`src/rtl/usb_rx_pkg.sv`:
```
// usb_rx_pkg: shared types and constants for the USB full-speed receive controller.
//   rx_state_t     receive FSM state encoding
//   STUFF_LIMIT    run of ones after which the next bit is a stuffed zero
//   BITS_PER_BYTE  bits assembled per received byte
package usb_rx_pkg;

    typedef enum logic [2:0] {
        StIdle,
        StSync,
        StChkSync,
        StData,
        StStore,
        StEopWait,
        StErrEop,
        StErrIdle
    } rx_state_t;

    localparam int unsigned STUFF_LIMIT   = 6;
    localparam int unsigned BITS_PER_BYTE = 8;

endpackage

```
`src/rtl/usb_rx_ctrl.sv`:
```
// usb_rx_ctrl: receive control for one USB full-speed packet at a time. Detects packet start,
// validates SYNC, drops stuffed bits, counts bits into bytes, strobes FIFO writes and checks
// that EOP lands on a byte boundary.
// Ports:
//   clk, n_rst    clock, asynchronous active-low reset
//   d_edge        pulse: transition on d_plus (packet start in idle states)
//   eop           level: SE0 on the bus
//   shift_enable  pulse: bit-sample strobe
//   d_orig        decoded bit, valid with shift_enable
//   rcv_data      shift-register contents
//   shift_gate    combinational: shift the register this cycle
//   rcving        reception in progress
//   w_enable      one-cycle FIFO write strobe
//   r_error       packet error, held until the next packet start
//   pkt_done      one-cycle pulse on a clean packet end
module usb_rx_ctrl
    import usb_rx_pkg::*;
#(
    parameter logic [7:0]  SYNC_BYTE = 8'h80,
    parameter int unsigned MAX_BYTES = 64
) (
    input  logic       clk,
    input  logic       n_rst,
    input  logic       d_edge,
    input  logic       eop,
    input  logic       shift_enable,
    input  logic       d_orig,
    input  logic [7:0] rcv_data,
    output logic       shift_gate,
    output logic       rcving,
    output logic       w_enable,
    output logic       r_error,
    output logic       pkt_done
);

    localparam int unsigned    BcW      = $clog2(MAX_BYTES + 1);
    localparam logic [BcW-1:0] MaxCnt   = BcW'(MAX_BYTES);
    localparam logic [3:0]     BitsFull = 4'(BITS_PER_BYTE);
    localparam logic [2:0]     OnesFull = 3'(STUFF_LIMIT);

    rx_state_t      state_q, state_d;
    logic [3:0]     bit_cnt_q, bit_cnt_d;
    logic [2:0]     ones_cnt_q, ones_cnt_d;
    logic [BcW-1:0] byte_cnt_q, byte_cnt_d;
    logic           eop_seen_q, eop_seen_d;
    logic           pkt_done_q, pkt_done_d;
    logic           valid;
    logic           stuff_err;

    always_ff @(posedge clk or negedge n_rst) begin
        if (!n_rst) begin
            state_q    <= StIdle;
            bit_cnt_q  <= '0;
            ones_cnt_q <= '0;
            byte_cnt_q <= '0;
            eop_seen_q <= 1'b0;
            pkt_done_q <= 1'b0;
        end else begin
            state_q    <= state_d;
            bit_cnt_q  <= bit_cnt_d;
            ones_cnt_q <= ones_cnt_d;
            byte_cnt_q <= byte_cnt_d;
            eop_seen_q <= eop_seen_d;
            pkt_done_q <= pkt_done_d;
        end
    end

    always_comb begin
        state_d    = state_q;
        bit_cnt_d  = bit_cnt_q;
        ones_cnt_d = ones_cnt_q;
        byte_cnt_d = byte_cnt_q;
        eop_seen_d = eop_seen_q;
        pkt_done_d = 1'b0;
        shift_gate = 1'b0;
        stuff_err  = 1'b0;

        // A sample coinciding with SE0 is never shifted; EOP rules take over.
        valid = shift_enable && !eop && (state_q == StSync || state_q == StData);

        if (valid) begin
            if (ones_cnt_q == OnesFull) begin
                // Stuffed position: a zero is discarded, a one is a protocol violation.
                if (d_orig) begin
                    stuff_err = 1'b1;
                end else begin
                    ones_cnt_d = '0;
                end
            end else begin
                shift_gate = 1'b1;
                bit_cnt_d  = bit_cnt_q + 4'd1;
                ones_cnt_d = d_orig ? ones_cnt_q + 3'd1 : 3'd0;
            end
        end

        case (state_q)
            StIdle, StErrIdle: begin
                if (d_edge) begin
                    state_d    = StSync;
                    bit_cnt_d  = '0;
                    ones_cnt_d = '0;
                    byte_cnt_d = '0;
                end
            end
            StSync: begin
                if (eop && shift_enable) begin
                    state_d = StErrEop;
                end else if (stuff_err) begin
                    state_d = StErrEop;
                end else if (bit_cnt_d == BitsFull) begin
                    state_d = StChkSync;
                end
            end
            StChkSync: begin
                // ones_cnt is kept: SYNC's trailing one counts toward the stuffing run.
                if (rcv_data == SYNC_BYTE) begin
                    state_d   = StData;
                    bit_cnt_d = '0;
                end else begin
                    state_d = StErrEop;
                end
            end
            StData: begin
                if (eop && shift_enable) begin
                    state_d = (bit_cnt_q == 4'd0) ? StEopWait : StErrEop;
                end else if (stuff_err) begin
                    state_d = StErrEop;
                end else if (bit_cnt_d == BitsFull) begin
                    state_d = StStore;
                end
            end
            StStore: begin
                if (byte_cnt_q == MaxCnt) begin
                    state_d = StErrEop;
                end else begin
                    state_d    = StData;
                    byte_cnt_d = byte_cnt_q + BcW'(1);
                    bit_cnt_d  = '0;
                end
            end
            StEopWait: begin
                if (!eop) begin
                    state_d    = StIdle;
                    pkt_done_d = 1'b1;
                end
            end
            StErrEop: begin
                // Leave only after a full SE0 has been seen and released.
                if (eop) begin
                    eop_seen_d = 1'b1;
                end else if (eop_seen_q) begin
                    eop_seen_d = 1'b0;
                    state_d    = StErrIdle;
                end
            end
            default: state_d = StIdle;
        endcase

        rcving   = (state_q == StSync) || (state_q == StChkSync) || (state_q == StData) ||
                   (state_q == StStore) || (state_q == StEopWait);
        w_enable = (state_q == StStore) && (byte_cnt_q != MaxCnt);
        r_error  = (state_q == StErrEop) || (state_q == StErrIdle);
        pkt_done = pkt_done_q;
    end

endmodule

```
`config.mk`:
```
export PLATFORM = sky130hd
export DESIGN_NAME = usb_rx_ctrl
export DESIGN_NICKNAME = d
export VERILOG_FILES = /design/src/rtl/usb_rx_pkg.sv /design/src/rtl/usb_rx_ctrl.sv
export SDC_FILE = /design/constraint.sdc
export NUM_CORES = 1
export LEC_CHECK = 0
export ABC_AREA = 0
export BUFFER_PORTS_ARGS = -buffer_cell sky130_fd_sc_hd__buf_2
export CORE_ASPECT_RATIO = 1.5
export CORE_MARGIN = 2
export CORE_UTILIZATION = 56
export DETAILED_ROUTE_END_ITERATION = 16
export PLACE_DENSITY = 0.79
export SLEW_MARGIN = 20
export SYNTH_ARGS = -nofsm -noshare
export SYNTH_HDL_FRONTEND = slang
export SYNTH_SLANG_ARGS = --single-unit
```
`constraint.sdc`:
```
create_clock -name clk -period 2.68 [get_ports clk]
set_clock_uncertainty 0.2 [all_clocks]
set_input_delay 0.134 -clock clk [delete_from_list [all_inputs] [get_ports clk]]
set_output_delay 0.134 -clock clk [all_outputs]
set_load 0.02 [all_outputs]
```
==> impl_metrics.yaml <==
grt:
  grt_max_degree: 20
  antenna_found_initial: 0
  grt-ovfl-total: 0
  grt_first_pass_wirelength_um: 4890
  grt_pass1_vias: 1119
  track_usage: 0.230
synth:
  synth_flop_cell: "dfrtp_1"
  synthArstFlopShare: 1.00
  synth_nets: 164
  ys_seq_area_frac: 0.371
  syn_inst: 144
  synth_seq_cells: 19
  syn-cell-area_um2: 1280
  yosysWarnings: 0
  ys_types: 44
  synth.avg_cell_area_um2: 8.90
  synth-edff-count: 0
route:
  drtIter0Drc: 26
  drc: 0
  wl_per_cell_um: 14.4
  wl_um: 2740
  vias_per_cell: 5.87
  antenna_left: 0
  firstDrtPassIters: 4
  dr_total_vias: 1115
run_status:
  outcome: "completed"
setup_path:
  cp-startpoint: "eop"
  cp.required_ns: 2.66
  path_class: "in2reg"
  worst_setup_path_start_kind: "input port"
  reg2reg_depth: 8
  critPathMaxFanout: 9
  r2r_start: "ones_cnt_q[0]"
  rr_endpoint: "state_q[1]"
  reg2reg_slack_ns: 0.41
  cp.arrival_ns: 2.28
  endpoint_kind: "flop"
finish:
  finalNetCount: 188
  synthToLayoutAreaGrowth_pct: 13.3
  fillCellCount: 200
  seq_area_um2: 475
  finalNonFillerCells: 190
  diodes: 0
  layout-drive-gt1-share: 0.186
  multi_input_area_um2: 741
power:
  p_leak_nw: 0.669
  powerDensity_nw_per_um2: 866
  vdd_drop_max_v: 0.000726
cts:
  cts-buffers-inserted: 3
  clk_path_buf_depth: 2
  cts_tree: "done"
  clock_latency_ns: 0.29
  path_clk_slew_ns: 0.11
  cts_root_buf: "clkbuf_4"
  h-tree-depth: 1
  cts.sinks: 19
floorplan:
  start_util: 0.580
  boundaryPins: 19
  fp.dieW_um: 43.1
  coreArea_um2: 2210
  rows: 21
  die_h_um: 62.6
  die_area_um2: 2690
placed_design:
  dp.cells: 183
  hpwlAfterDp_um: 2100
  gp_routability_congestion: 0.846
  io_buffer_count: 18
worst_hold_path:
  hp-start: "d_edge"
  holdPathEnd: "state_q[2]"
  min-delay-path-class: "in2reg"
  hold-path-cell-count: 4
timing:
  fin_crit_ns: 2.31
  hold_viol_final: 0
  maxSlewHeadroom: 0.642
  slew_viol_final: 0
  worst_pin_slew_ns: 0.530
  grt_setup_unrepaired: "false"
  setup_tns_ns: 0
  setup_viol: 0
  clock.fmax_mhz: 434
  period_share: 0.860
run:
  cap_violations: 0
-- layer usage --
metal	track usage	routed length (µm)
met3	0.0202	58
met1	0.289	1130
met2	0.402	1500
met4	0.0795	53
met5	0	0
-- layout make-up --
type,instances,area share
clock buffers,4,0.0181
inverters,10,0.0259
flip-flops and latches,19,0.328
repair buffers,24,0.0983
multi-input cells,110,0.510
well taps,23,0.0198
-- critical path, stage by stage --
cell and delay (ns):
dlygate4sd3_1 0.53, buf_2 0.17, and4bb_2 0.38, nand3_2 0.10, o41a_1 0.33, a32oi_2 0.24, nand2b_2 0.10, o41a_1 0.31
-- sequential cells by signal, indices dropped and copies added, names as in the netlist --
name / cells
bit_cnt_q: 4
pkt_done: 1
state_q: 3
ones_cnt_q: 3
byte_cnt_q: 7
eop_seen_q: 1
-- metrics by stage --
stage / util / hold WS, ns / worst slack (ns) / total power, mW / cell area, µm²
after floorplan: - / -0.362 / 0.542 / 0.932 / 1280
after global placement: 0.632 / -0.109 / 0.485 / 1.08 / 1400
after detailed placement: 0.632 / -0.104 / 0.418 / 1.12 / 1400
after CTS: 0.658 / 0.0773 / 0.383 / 1.26 / 1450
after global routing: 0.658 / 0.101 / 0.149 / 1.37 / 1450
final: 0.658 / 0.0702 / 0.375 / 1.26 / 1450
-- power by group --
| part | total (mW) | internal (mW) | switching (mW) |
|---|---|---|---|
| registers | 0.446 | 0.355 | 0.0908 |
| clock network | 0.143 | 0.0577 | 0.0849 |
| logic | 0.668 | 0.281 | 0.387 |
| total | 1.26 | 0.694 | 0.563 |
-- cells in the final DEF (no fill, tap or decap), types with 3 or more instances in the layout --
cell           Yosys  layout
a21oi_1           10      10
a22oi_1            3       3
and2_1             3       3
buf_2              1      18
buf_4              0       3
clkbuf_4           0       3
dfrtp_1           19      19
dlygate4sd3_1      0       3
ha_1               6       6
inv_1              8       8
nand2_1            9       9
nand2b_1           4       4
nand3_1            7       7
nand4_1            4       4
nor2_1            16      16
o21ai_0            4       4
o21ai_1            5       5
xnor2_1            3       3
xor2_1             6       6
-- cell families after synthesis --
logic type,share of synthesized area
and+or+nand+nor,0.250
AOI/OAI and AO/OA,0.184
adders and majority gates,0.0586
DFF,0.371
xor gates and xnor gates,0.0615
muxes,0.0244
buffers and inverters,0.0508
-- worst max-delay path by stage --
| stage | to | slack [ns] | cells after the start |
|---|---|---|---|
| 4_1_cts | state_q[1] | 0.38 | 8 |
| 2_1_floorplan | state_q[1] | 0.54 | 6 |
| 6_report | state_q[1] | 0.37 | 8 |
| 5_1_grt | byte_cnt_q[5] | 0.15 | 8 |
| 3_3_place_gp | state_q[1] | 0.49 | 8 |
| 3_5_place_dp | state_q[1] | 0.42 | 6 |
-- timing repair --
action / CTS / global route
setup buffers: 0 / 0
hold buffers: 3 / 0
resized for setup: 0 / 0
hold endpoints to repair: 24 / 0
-- synth_stat cells (4+ instances only) --
master	number	area, µm²
xor2_1	6	52.6
o21ai_0	4	20.0
a21oi_1	10	50.1
nand4_1	4	25.0
inv_1	8	30.0
nor2_1	16	60.1
dfrtp_1	19	475
ha_1	6	75.1
nand2_1	9	33.8
o21ai_1	5	25.0
nand2b_1	4	25.0
nand3_1	7	35.0
Note: power is estimated with default switching activity, not from simulation.
